`src/rtl/cpu_divmod_ctrl.sv`:
```
// cpu_divmod_ctrl
//   Sequences the shared multi-cycle divmod unit for the CPU exec stage.
//   One command at a time over req valid/ready; drives the divider through its
//   can_accept/data_ready protocol; resolves divide-by-zero and signed overflow
//   locally; bounds the divider wait with a timeout; returns quot/rem + tag.
// Ports
//   clk, rst                 clock, synchronous active-high reset
//   req_*                    CPU command (valid/ready, sgn, num, denom, tag)
//   resp_*                   response (valid/ready, quot, rem, tag, flags)
//   div_enable/unsgn_or_sgn  command strobe and signedness to the divider
//   div_num/div_denom        operands to the divider
//   div_can_accept           divider idle
//   div_data_ready/quot/rem  divider result strobe and data
module cpu_divmod_ctrl #(
  parameter int unsigned WIDTH    = 32,
  parameter int unsigned TAG_W    = 4,
  parameter int unsigned MAX_WAIT = 255
) (
  input  logic             clk,
  input  logic             rst,
  input  logic             req_valid,
  output logic             req_ready,
  input  logic             req_sgn,
  input  logic [WIDTH-1:0] req_num,
  input  logic [WIDTH-1:0] req_denom,
  input  logic [TAG_W-1:0] req_tag,
  output logic             resp_valid,
  input  logic             resp_ready,
  output logic [WIDTH-1:0] resp_quot,
  output logic [WIDTH-1:0] resp_rem,
  output logic [TAG_W-1:0] resp_tag,
  output logic             resp_div_zero,
  output logic             resp_timeout,
  output logic             div_enable,
  output logic             div_unsgn_or_sgn,
  output logic [WIDTH-1:0] div_num,
  output logic [WIDTH-1:0] div_denom,
  input  logic             div_can_accept,
  input  logic             div_data_ready,
  input  logic [WIDTH-1:0] div_quot,
  input  logic [WIDTH-1:0] div_rem
);

  localparam int unsigned CW = $clog2(MAX_WAIT + 1);
  localparam logic [WIDTH-1:0] INT_MIN = {1'b1, {(WIDTH-1){1'b0}}};

  typedef enum logic [1:0] {S_IDLE, S_ISSUE, S_WAIT, S_DONE} state_t;

  state_t           r_state;
  logic [CW-1:0]    r_cnt;
  logic             r_sgn;
  logic [WIDTH-1:0] r_num;
  logic [WIDTH-1:0] r_denom;
  logic [TAG_W-1:0] r_tag;
  logic [WIDTH-1:0] r_quot;
  logic [WIDTH-1:0] r_rem;
  logic             r_dz;
  logic             r_to;

  logic w_denom_zero;
  logic w_ovf;
  logic w_cnt_last;

  assign w_denom_zero = (req_denom == '0);
  assign w_ovf        = req_sgn && (req_num == INT_MIN) && (req_denom == '1);
  assign w_cnt_last   = (r_cnt == CW'(MAX_WAIT - 1));

  always_ff @(posedge clk) begin
    if (rst) begin
      r_state <= S_IDLE;
      r_cnt   <= '0;
      r_sgn   <= 1'b0;
      r_num   <= '0;
      r_denom <= '0;
      r_tag   <= '0;
      r_quot  <= '0;
      r_rem   <= '0;
      r_dz    <= 1'b0;
      r_to    <= 1'b0;
    end else begin
      case (r_state)
        S_IDLE: begin
          if (req_valid) begin
            r_sgn   <= req_sgn;
            r_num   <= req_num;
            r_denom <= req_denom;
            r_tag   <= req_tag;
            // Zero divisor takes priority over the INT_MIN/-1 overflow case.
            if (w_denom_zero) begin
              r_quot  <= '1;
              r_rem   <= req_num;
              r_dz    <= 1'b1;
              r_state <= S_DONE;
            end else if (w_ovf) begin
              r_quot  <= req_num;
              r_rem   <= '0;
              r_state <= S_DONE;
            end else begin
              r_state <= S_ISSUE;
            end
          end
        end
        S_ISSUE: begin
          if (div_can_accept) begin
            r_cnt   <= '0;
            r_state <= S_WAIT;
          end
        end
        S_WAIT: begin
          r_cnt <= r_cnt + 1'b1;
          // Data arriving on the final allowed cycle beats the timeout.
          if (div_data_ready) begin
            r_quot  <= div_quot;
            r_rem   <= div_rem;
            r_to    <= 1'b0;
            r_state <= S_DONE;
          end else if (w_cnt_last) begin
            r_quot  <= '0;
            r_rem   <= '0;
            r_to    <= 1'b1;
            r_state <= S_DONE;
          end
        end
        S_DONE: begin
          if (resp_ready) begin
            r_dz    <= 1'b0;
            r_to    <= 1'b0;
            r_state <= S_IDLE;
          end
        end
        default: r_state <= S_IDLE;
      endcase
    end
  end

  assign req_ready        = (r_state == S_IDLE);
  assign resp_valid       = (r_state == S_DONE);
  assign div_enable       = (r_state == S_ISSUE);
  assign div_unsgn_or_sgn = r_sgn;
  assign div_num          = r_num;
  assign div_denom        = r_denom;
  assign resp_quot        = r_quot;
  assign resp_rem         = r_rem;
  assign resp_tag         = r_tag;
  assign resp_div_zero    = r_dz;
  assign resp_timeout     = r_to;

endmodule
```
`config.mk`:
```
export PLATFORM = sky130hd
export DESIGN_NAME = cpu_divmod_ctrl
export DESIGN_NICKNAME = d
export VERILOG_FILES = /design/src/rtl/cpu_divmod_ctrl.sv
export SDC_FILE = /design/constraint.sdc
export NUM_CORES = 1
export LEC_CHECK = 0
export ABC_CLOCK_PERIOD_IN_PS = 4400
export CORE_UTILIZATION = 28
export DETAILED_ROUTE_END_ITERATION = 10
export SETUP_SLACK_MARGIN = 0.5
export SLEW_MARGIN = 0
export SYNTH_ARGS = -nofsm -noshare
export SYNTH_HDL_FRONTEND = slang
export SYNTH_SLANG_ARGS = --single-unit
```
`constraint.sdc`:
```
create_clock -name clk -period 4.4 [get_ports clk]
set_clock_uncertainty 0.05 [all_clocks]
set_input_delay 1.32 -clock clk [delete_from_list [all_inputs] [get_ports clk]]
set_output_delay 1.32 -clock clk [all_outputs]
set_load 0.01 [all_outputs]
```
# Yosys cells after proc, flatten, opt, wreduce, memory -nomap -nowiden
# Index checks and enable logic that the tools add are counted.
[classes]
reduce_logical = 14
add_sub_neg = 1
mux = 28
eq_ne = 12
[op_table]
columns = ["op", "count"]
rows = [
  ["32-bit two-way mux", 9],
  ["32-bit one-hot mux with 2 select lines", 2],
  ["32-bit equality test, second input constant", 2],
  ["32-bit logical NOT", 1],
  ["8-bit one-hot mux with 2 select lines", 1],
  ["2-bit two-way mux", 7],
  ["4-bit AND reduction", 3],
  ["8-bit by 1-bit adder with 8-bit output, second input constant", 1],
  ["8-bit equality test, second input constant", 1],
  ["8-bit two-way mux", 1],
  ["2-bit one-hot mux with 4 select lines", 1],
  ["2-bit nonzero test", 4],
  ["2-bit by 1-bit != test with 1-bit output, second input constant", 3],
  ["1-bit two-way mux", 5],
  ["2-bit equality test, second input constant", 2],
  ["1-bit one-hot mux with 2 select lines", 2],
  ["2-bit AND reduction", 2],
  ["3-bit by 1-bit != test with 1-bit output, second input constant", 1],
  ["3-bit != test, second input constant", 1],
  ["3-bit AND reduction", 1],
  ["2-bit by 1-bit equality test with 1-bit output, second input constant", 1],
  ["1-bit logical AND", 2],
  ["2-bit logical NOT", 1],
  ["2-bit != test, second input constant", 1],
]
[totals]
in_bits = 139
regBits = 145
out_inout_bits = 138

# Longest topological paths before layout
# Gate-level depths: netlist (run 1).
[depth]
depth_word = 7
mapped_depth = 11

# Least setup slack after synthesis (run 1)
# OpenSTA, ideal clock, no wires.
[synth_timing]
path_kind = "input port to flip-flop"
startpoint = "input port req_num[21]"
endpoint = "register r_rem[10], in the netlist resp_rem[10]"
setup_ps = 147
path_stages = 8
arrival_time_ps = 3553
required_ps = 4203
path_slack_ps = 651
n_path_buf = 2
cell_sequence = "or4b_1 or4_1 or4_4 nor3_2 or2_1 buf_4 buf_6 a311oi_2"
[synth_between]
elab_chain_len = 5
[synth_rtl]
columns = ["item", "line", "source"]
rows = [
  ["from (decl)", "24", "input logic [WIDTH-1:0] req_num,"],
  ["32-bit equality test", "65", "assign w_ovf = req_sgn && (req_num == INT_MIN) && (req_denom == '1);"],
  ["1-bit logical AND (2 in series)", "65", ""],
  ["3-bit by 1-bit != test with 1-bit output (no source line)", "--", ""],
  ["4-bit AND reduction (no source line)", "--", ""],
  ["to (signal assigned)", "91", "r_rem <= req_num;"],
  ["to (signal assigned)", "114", "r_rem <= div_rem;"],
  ["to (decl)", "56", "logic [WIDTH-1:0] r_rem;"],
]
# Every way passes these cells.
# A chain may end at the register's enable or synchronous reset.

# Final worst setup path (run 1)
[layout_timing]
startpoint = "input port req_num[28]"
endpoint = "register r_rem[9], in the netlist resp_rem[9]"
# The elaborated chain is that of the path after synthesis.

==> results of run 1 <==
stage by stage:
step                hold WS [ps]  total power (uW)
finish                       402              5650
global route                 421              5990
CTS                          405              5700
detailed placement           396              4250
global placement             392              4230
floorplan                    419              3080
worst register-to-register path, stage by stage (launching register included):
cell and delay [ps]:
sky130_fd_sc_hd__dfxtp_1 410, sky130_fd_sc_hd__inv_1 90, sky130_fd_sc_hd__ha_1 210, sky130_fd_sc_hd__buf_4 190
sky130_fd_sc_hd__and2_2 180, sky130_fd_sc_hd__o21ai_0 520, sky130_fd_sc_hd__nor3_4 120, sky130_fd_sc_hd__or2_4 340
sky130_fd_sc_hd__buf_12 180, sky130_fd_sc_hd__a311oi_1 240
registers in the layout, indices dropped and copies added, names as in the netlist:
register / cells
div_denom: 32
resp_timeout: 1
resp_rem: 32
r_state: 2
resp_tag: 4
div_unsgn_or_sgn: 1
div_num: 32
r_cnt: 8
resp_div_zero: 1
resp_quot: 32
per-layer routing:
metal,track usage,up-vias
met5,0,-
met4,0.0857,0
met3,0.0547,37
met2,0.332,252
met1,0.283,3423
li1,-,3551
kinds of logic (layout without fill, tap and decap cells):
| kind of cell | Yosys count | in the layout | synth area share |
|---|---|---|---|
| adders and majority gates | 6 | 6 | 0.0108 |
| AOI/OAI and AO/OA | 213 | 213 | 0.216 |
| buffers and inverters | 91 | 351 | 0.0651 |
| xor gates and xnor gates | 6 | 6 | 0.00759 |
| and+or+nand+nor | 405 | 405 | 0.281 |
| other | 0 | 2 | 0 |
| DFF | 145 | 145 | 0.419 |
report_power, final:
group / internal, uW / leakage [uW] / total (uW) / switching [uW]
clock: 783 / 0.000278 / 1400 / 616
sequential: 1640 / 0.00118 / 1830 / 187
combinational: 1170 / 0.00215 / 2420 / 1240
Yosys cell counts (2+ instances only):
master	count
sky130_fd_sc_hd__nand2_1	215
sky130_fd_sc_hd__dfxtp_1	145
sky130_fd_sc_hd__a21oi_1	76
sky130_fd_sc_hd__o21ai_0	60
sky130_fd_sc_hd__clkbuf_1	59
sky130_fd_sc_hd__nor2_1	48
sky130_fd_sc_hd__nand2b_1	35
sky130_fd_sc_hd__nand4b_1	33
sky130_fd_sc_hd__nor3_1	33
sky130_fd_sc_hd__a221oi_1	32
sky130_fd_sc_hd__a311oi_2	28
sky130_fd_sc_hd__nor4_1	14
sky130_fd_sc_hd__buf_1	10
sky130_fd_sc_hd__buf_4	7
sky130_fd_sc_hd__nand4_1	7
sky130_fd_sc_hd__o21ai_1	7
sky130_fd_sc_hd__ha_1	6
sky130_fd_sc_hd__inv_1	5
sky130_fd_sc_hd__xor2_1	5
sky130_fd_sc_hd__a311oi_1	4
sky130_fd_sc_hd__buf_6	4
sky130_fd_sc_hd__and4_1	3
sky130_fd_sc_hd__buf_12	3
sky130_fd_sc_hd__buf_2	3
sky130_fd_sc_hd__nand3_1	3
sky130_fd_sc_hd__nor2b_1	3
sky130_fd_sc_hd__a211oi_1	2
sky130_fd_sc_hd__and2_1	2
sky130_fd_sc_hd__and4b_1	2
how the worst min path moves through the flow:
stage | startpoint | to | slack, ps | cells past startpoint
after global routing | div_denom[8] | div_denom[8] | 420 | 2
final | div_num[1] | div_num[1] | 400 | 2
after CTS | div_denom[9] | div_denom[9] | 410 | 2
after global placement | div_denom[28] | div_denom[28] | 390 | 2
after detailed placement | div_denom[9] | div_denom[9] | 400 | 2
after floorplan | r_state[1] | r_state[1] | 420 | 2
area by class of cell:
cell class / count / area (sq um)
Sequential cell: 145 / 2900
Multi-Input combinational cell: 630 / 3620
Clock buffer: 17 / 425
Timing Repair Buffer: 314 / 3180
Antenna cell: 2 / 5.00
Tap cell: 324 / 405
Inverter: 5 / 18.8
Fill cell: 2456 / 13600
Clock inverter: 15 / 133
cell usage in the layout, fill, tap and decap left out, types with 2 or more instances in the layout:
| master | Yosys | layout |
|---|---|---|
| sky130_fd_sc_hd__a211oi_1 | 2 | 2 |
| sky130_fd_sc_hd__a21oi_1 | 76 | 75 |
| sky130_fd_sc_hd__a221oi_1 | 32 | 32 |
| sky130_fd_sc_hd__a311oi_1 | 4 | 4 |
| sky130_fd_sc_hd__a311oi_2 | 28 | 28 |
| sky130_fd_sc_hd__and4_2 | 0 | 2 |
| sky130_fd_sc_hd__and4b_1 | 2 | 2 |
| sky130_fd_sc_hd__buf_12 | 3 | 5 |
| sky130_fd_sc_hd__buf_16 | 0 | 2 |
| sky130_fd_sc_hd__buf_4 | 7 | 27 |
| sky130_fd_sc_hd__buf_6 | 4 | 3 |
| sky130_fd_sc_hd__clkbuf_16 | 0 | 17 |
| sky130_fd_sc_hd__clkdlybuf4s50_1 | 0 | 271 |
| sky130_fd_sc_hd__clkinv_2 | 0 | 5 |
| sky130_fd_sc_hd__clkinv_4 | 0 | 4 |
| sky130_fd_sc_hd__dfxtp_1 | 145 | 145 |
| sky130_fd_sc_hd__diode_2 | 0 | 2 |
| sky130_fd_sc_hd__dlygate4sd2_1 | 0 | 3 |
| sky130_fd_sc_hd__ha_1 | 6 | 5 |
| sky130_fd_sc_hd__inv_1 | 5 | 5 |
| sky130_fd_sc_hd__inv_6 | 0 | 4 |
| sky130_fd_sc_hd__nand2_1 | 215 | 214 |
| sky130_fd_sc_hd__nand2b_1 | 35 | 35 |
| sky130_fd_sc_hd__nand3_1 | 3 | 3 |
| sky130_fd_sc_hd__nand4_1 | 7 | 7 |
| sky130_fd_sc_hd__nand4b_1 | 33 | 33 |
| sky130_fd_sc_hd__nor2_1 | 48 | 48 |
| sky130_fd_sc_hd__nor2b_1 | 3 | 3 |
| sky130_fd_sc_hd__nor3_1 | 33 | 33 |
| sky130_fd_sc_hd__nor4_1 | 14 | 14 |
| sky130_fd_sc_hd__o21ai_0 | 60 | 60 |
| sky130_fd_sc_hd__o21ai_1 | 7 | 7 |
| sky130_fd_sc_hd__or4_4 | 1 | 2 |
| sky130_fd_sc_hd__xor2_1 | 5 | 5 |
timing repair:
item,4_1_cts,5_1_grt
endpoints found under the hold margin,0,0
endpoints found under the setup margin,64,32
setup buffers,2,1
gates cloned,3,0
resized for setup,13,1
pin swaps,4,4
==> out/metrics.cfg, run 1 <==
[yosys]
yosys.area.top_type_share=0.419
synth_area_sq_um=6920
synthTopCellsByArea=sky130_fd_sc_hd__dfxtp_1, sky130_fd_sc_hd__nand2_1, sky130_fd_sc_hd__a311oi_2, sky130_fd_sc_hd__a21oi_1, sky130_fd_sc_hd__o21ai_0
synthesis.nets=1011
synth-edff-count=0
ys_async_sr_fraction=0
yosysSeqAreaShare=0.419
synth.avg_cell_area_sq_um=8.00
post-synth-top-area-cell=sky130_fd_sc_hd__dfxtp_1
ys_dominant_reg_cell=sky130_fd_sc_hd__dfxtp_1
synthesis.instances=866
number_of_distinct_library_cells_after_synthesis=41
synthesis.yosys.warnings=0
ys_seq_elements=145

[critical_path]
critPathBufInv=3
crit_arrival_ps=4130
library_cell_appearing_most_often_on_the_critical_path=sky130_fd_sc_hd__or4_4
r2r_setup_slack_ps=1780
worst_r2r_endpoint=resp_rem[1]
worstPathRequired_ps=4680
worst-path-max-fanout=5
cp_class=in2reg
crit_slowest_cell=sky130_fd_sc_hd__or4_4
startpoint_of_the_most_critical_setup_path=req_num[28]
cp-endpoint=resp_rem[9]
worst_r2r_path_depth=9
critical_path.reg2reg.startpoint=r_state[1]
endpoint_type_of_the_worst_setup_path=flip-flop
cp_top_family=simple AND/OR/NAND/NOR gates
cpPeakStageDelay_ps=510
start_kind=input port
critical_path.cell_chain=clkdlybuf4s50_1, or4b_4, or4_4, or4_4, nor3_4, buf_6, bufbuf_16, nor3_1, a311oi_2
critical_path_depth=9

[global_route]
initial_antenna_violation_count=2
overflow=0
grt_first_pass_wirelength_microns=42200
vias_in_the_first_global_route=7081
grt_start_max_net_pins=112
global_route.usage.total=0.214

[final_layout]
final_cell_count_no_fill=1452
post-route-cell-area_sq_um=10700
layout-drive-gt1-share=0.0986
area.growth.synth_to_final_pct=54.4
finalNetCount=1258
finalCoreUtilization=0.440

[min_path]
timing.hold.worst.class=reg2reg

[drt]
route.layer.met1.wl_microns=12600
drt_wl_total_microns=27400
routed_len_inst_microns=18.8
detail_route.iter0.violations=467
route.vias.total=7263
topRoutingLayerUsed=met4
via_per_inst=5.00
antenna_left=0
routed-wl-met3_microns=1690
first_pass_iters=5
met2WireLength_microns=12200
drc=0

[die]
die_span_y_microns=159
ioPinCount=277
die_outline_area_sq_um=25400
design.core.area_sq_um=24300
start_util=0.285
rows=57
die_w_microns=159

[clock_network]
clk_latency_ps=420
cts_tree=yes
cts_hold_buffers=0
total_clock_buffers_created_by_cts=17
cts_root_buffer=sky130_fd_sc_hd__clkbuf_16
cts_max_level=4
tritoncts_num_sinks=145
cts_max_path_buffers=2
clkTransAtPathRegs_ps=60

[timing]
final-max-slew-violation-count=0
worstMarginPinSlew_ps=851
fmax_ghz=0.260
min_period_ps=3840
final_min_period_over_clock_period=0.874
finalSetupTns_ps=0
final.setup.worst_slack_ps=556
grt_setup_unrepaired=false
timing.final.hold_violations=0
timing.slew.headroom=0.433
finalSetupViolCount=0

[placement]
worst_case_setup_slack_after_placement_ps=-100
total_half_perimeter_wirelength_after_legalization_and_detailed_placement_microns=18800
port_buffers=276
placedCellCount=1412
placedInstanceArea_sq_um=9990
routabilityCongestion=0.826

[job]
max-cap-violations=0

[pwr]
p_per_area_nw_per_um2=528
vdd_drop_max_mv=0.245
power.static_leakage_uw=0.00361

[run_status]
status=completed

(Power assumes the default switching activity.)
==> run 2, diff against run 1 <==
- CORE_ASPECT_RATIO: not set -> 0.9
- HOLD_SLACK_MARGIN: not set -> 0.15
==> run 2 against run 1 <==
Worst setup slack better by 62 ps. First-iteration DRC count rose by 7.5%. Global-route usage increased by 0.51 points. Via count increased by 1.9%. Worst hold slack worse by 0.60 ps. Sequential cell count stayed put. Critical path depth stayed put. Combinational power is 3% higher. Cell count decreased by 0.48%. Largest cell class unchanged. Largest power group unchanged. Highest routed layer unchanged.
==> out/metrics.cfg, run 2 (same netlist as run 1, synthesis figures left out) <==
[critical_path]
endpoint_type_of_the_worst_setup_path=flip-flop  ; unchanged
worst-path-max-fanout=14  ; was 5
cp-endpoint=resp_rem[31]  ; was resp_rem[9]
worst_r2r_endpoint=resp_rem[3]  ; was resp_rem[1]
worstPathRequired_ps=4640  ; was 4680 ps
crit_arrival_ps=4020  ; was 4130 ps
start_kind=input port  ; unchanged
r2r_setup_slack_ps=1500  ; was 1780 ps
cp_class=in2reg  ; unchanged
critical_path.reg2reg.startpoint=r_state[0]  ; was r_state[1]
worst_r2r_path_depth=6  ; was 9
startpoint_of_the_most_critical_setup_path=req_num[21]  ; was req_num[28]

[final_layout]
post-route-cell-area_sq_um=10800  ; was 10700 sq um
finalCoreUtilization=0.445  ; was 0.440
area.growth.synth_to_final_pct=56.0  ; was 54.4%
reg_area_sq_um=2900  ; unchanged
multi_input_comb_area_sq_um=3620  ; about the same
finalNetCount=1269  ; was 1258
n_fill_cell=2389  ; was 2456
final_cell_count_no_fill=1445  ; was 1452
final_common_cell=sky130_fd_sc_hd__clkdlybuf4s50_1  ; unchanged
layout-drive-gt1-share=0.109  ; was 0.0986
most-common-layout-cells=sky130_fd_sc_hd__clkdlybuf4s50_1, sky130_fd_sc_hd__nand2_1, sky130_fd_sc_hd__dfxtp_1, sky130_fd_sc_hd__a21oi_1, sky130_fd_sc_hd__o21ai_0  ; unchanged
antenna_cells_inserted=0  ; was 2

[placement]
worst_case_setup_slack_after_placement_ps=-171  ; was -100 ps
port_buffers=276  ; unchanged
total_half_perimeter_wirelength_after_legalization_and_detailed_placement_microns=18800  ; about the same
routabilityCongestion=0.816  ; was 0.826
placedInstanceArea_sq_um=10100  ; was 9990 sq um
placedCellCount=1406  ; was 1412

[min_path]
min_from=resp_tag[0]  ; was div_num[1]
timing.hold.worst.class=reg2reg  ; unchanged

[timing]
finalSetupViolCount=0  ; unchanged
worstMarginPinSlew_ps=807  ; was 851 ps
timing.final.hold_violations=0  ; unchanged
min_period_ps=3780  ; was 3840 ps
final.setup.worst_slack_ps=618  ; was 556 ps
timing.slew.headroom=0.462  ; was 0.433
grt_setup_unrepaired=false  ; unchanged
finalSetupTns_ps=0  ; unchanged
final_min_period_over_clock_period=0.859  ; was 0.874
final-max-slew-violation-count=0  ; unchanged
fmax_ghz=0.264  ; was 0.260 GHz

[global_route]
global_route.usage.total=0.219  ; was 0.214
initial_antenna_violation_count=0  ; was 2
overflow=0  ; unchanged
grt_start_max_net_pins=70  ; was 112
grt_first_pass_wirelength_microns=42300  ; was 42200 microns
vias_in_the_first_global_route=7177  ; was 7081

[drt]
drt_wl_total_microns=27800  ; was 27400 microns
route.vias.total=7404  ; was 7263
antenna_left=0  ; unchanged
first_pass_iters=5  ; unchanged
detail_route.iter0.violations=502  ; was 467
via_per_inst=5.12  ; was 5.00
drc=0  ; unchanged
routed_len_inst_microns=19.2  ; was 18.8 microns

[die]
rows=54  ; was 57
die_w_microns=168  ; was 159 microns
start_util=0.285  ; about the same
design.core.area_sq_um=24300  ; about the same
die_outline_area_sq_um=25400  ; about the same
die_span_y_microns=151  ; was 159 microns
ioPinCount=277  ; unchanged

[clock_network]
tritoncts_num_sinks=145  ; unchanged
total_clock_buffers_created_by_cts=17  ; unchanged
cts_hold_buffers=0  ; unchanged
cts_root_buffer=sky130_fd_sc_hd__clkbuf_16  ; unchanged
cts_max_path_buffers=2  ; unchanged
clkTransAtPathRegs_ps=70  ; was 60 ps
cts_max_level=4  ; unchanged
cts_tree=yes  ; unchanged
clk_latency_ps=420  ; about the same

[pwr]
p_per_area_nw_per_um2=533  ; was 528 nW/um^2
power.static_leakage_uw=0.00368  ; was 0.00361 uW
vdd_drop_max_mv=0.241  ; was 0.245 mV

[job]
max-cap-violations=0  ; unchanged

[run_status]
status=completed  ; unchanged

==> run 2: changes by cell type in the layout (fill, tap and decap cells not counted), moves of 2 or more <==
| cell | before | now |
|---|---|---|
| sky130_fd_sc_hd__buf_6 | 3 | 5 |
| sky130_fd_sc_hd__clkinv_2 | 5 | 1 |
| sky130_fd_sc_hd__clkinv_4 | 4 | 6 |
| sky130_fd_sc_hd__inv_6 | 4 | 2 |
| sky130_fd_sc_hd__inv_8 | 0 | 3 |
| sky130_fd_sc_hd__buf_12 | 5 | 8 |
| sky130_fd_sc_hd__buf_4 | 27 | 34 |
| sky130_fd_sc_hd__diode_2 | 2 | 0 |
==> run 2: layout make-up <==
class                   instances  area share
multi-input cells             630       0.335
repair buffers                325       0.305
flip-flops and latches        145       0.269
clock buffers                  17      0.0394
well taps                     308      0.0357
clock inverters                15      0.0142
inverters                       5     0.00174
==> run 2: what timing repair did <==
| item | CTS | global route |
|---|---|---|
| buffers inserted | 4 | 0 |
| setup endpoints to repair | 64 | 0 |
| gates resized for setup | 16 | 0 |
==> run 2: worst min-delay path by stage <==
stage	cells past startpoint	to	slack (ps)
final	2	resp_tag[0]	400
after global routing	2	div_num[5]	420
after CTS	2	div_num[5]	410
after detailed placement	2	resp_tag[3]	400
after global placement	2	div_num[20]	390
after floorplan	2	r_state[1]	420
==> run 2: power breakdown <==
group          switching, uW  internal, uW
logic                   1260          1230
clock network            650           798
registers                184          1640
total                   2090          3670
==> run 2: critical path: stages <==
cell and delay, ps:
sky130_fd_sc_hd__dlygate4sd2_1 280, sky130_fd_sc_hd__or4b_4 550, sky130_fd_sc_hd__or4_4 550, sky130_fd_sc_hd__or4_4 510, sky130_fd_sc_hd__nor3_4 190, sky130_fd_sc_hd__or2_4 260, sky130_fd_sc_hd__buf_6 130, sky130_fd_sc_hd__buf_16 140
sky130_fd_sc_hd__a311oi_1 80
==> run 2: through the flow <==
| stage | hold WS, ps | total power [uW] |
|---|---|---|
| CTS | 405 | 5820 |
| global placement | 391 | 4240 |
| floorplan | 419 | 3080 |
| global route | 417 | 6100 |
| detailed placement | 396 | 4260 |
| finish | 402 | 5760 |
==> run 2: metal layers <==
layer  wire length, microns  GRT usage  vias up
li1                       -          -     3577
met2                  12600      0.356      292
met5                      0          0        -
met3                   2020     0.0546       24
met1                  12900      0.289     3511
met4                    342     0.0601        0
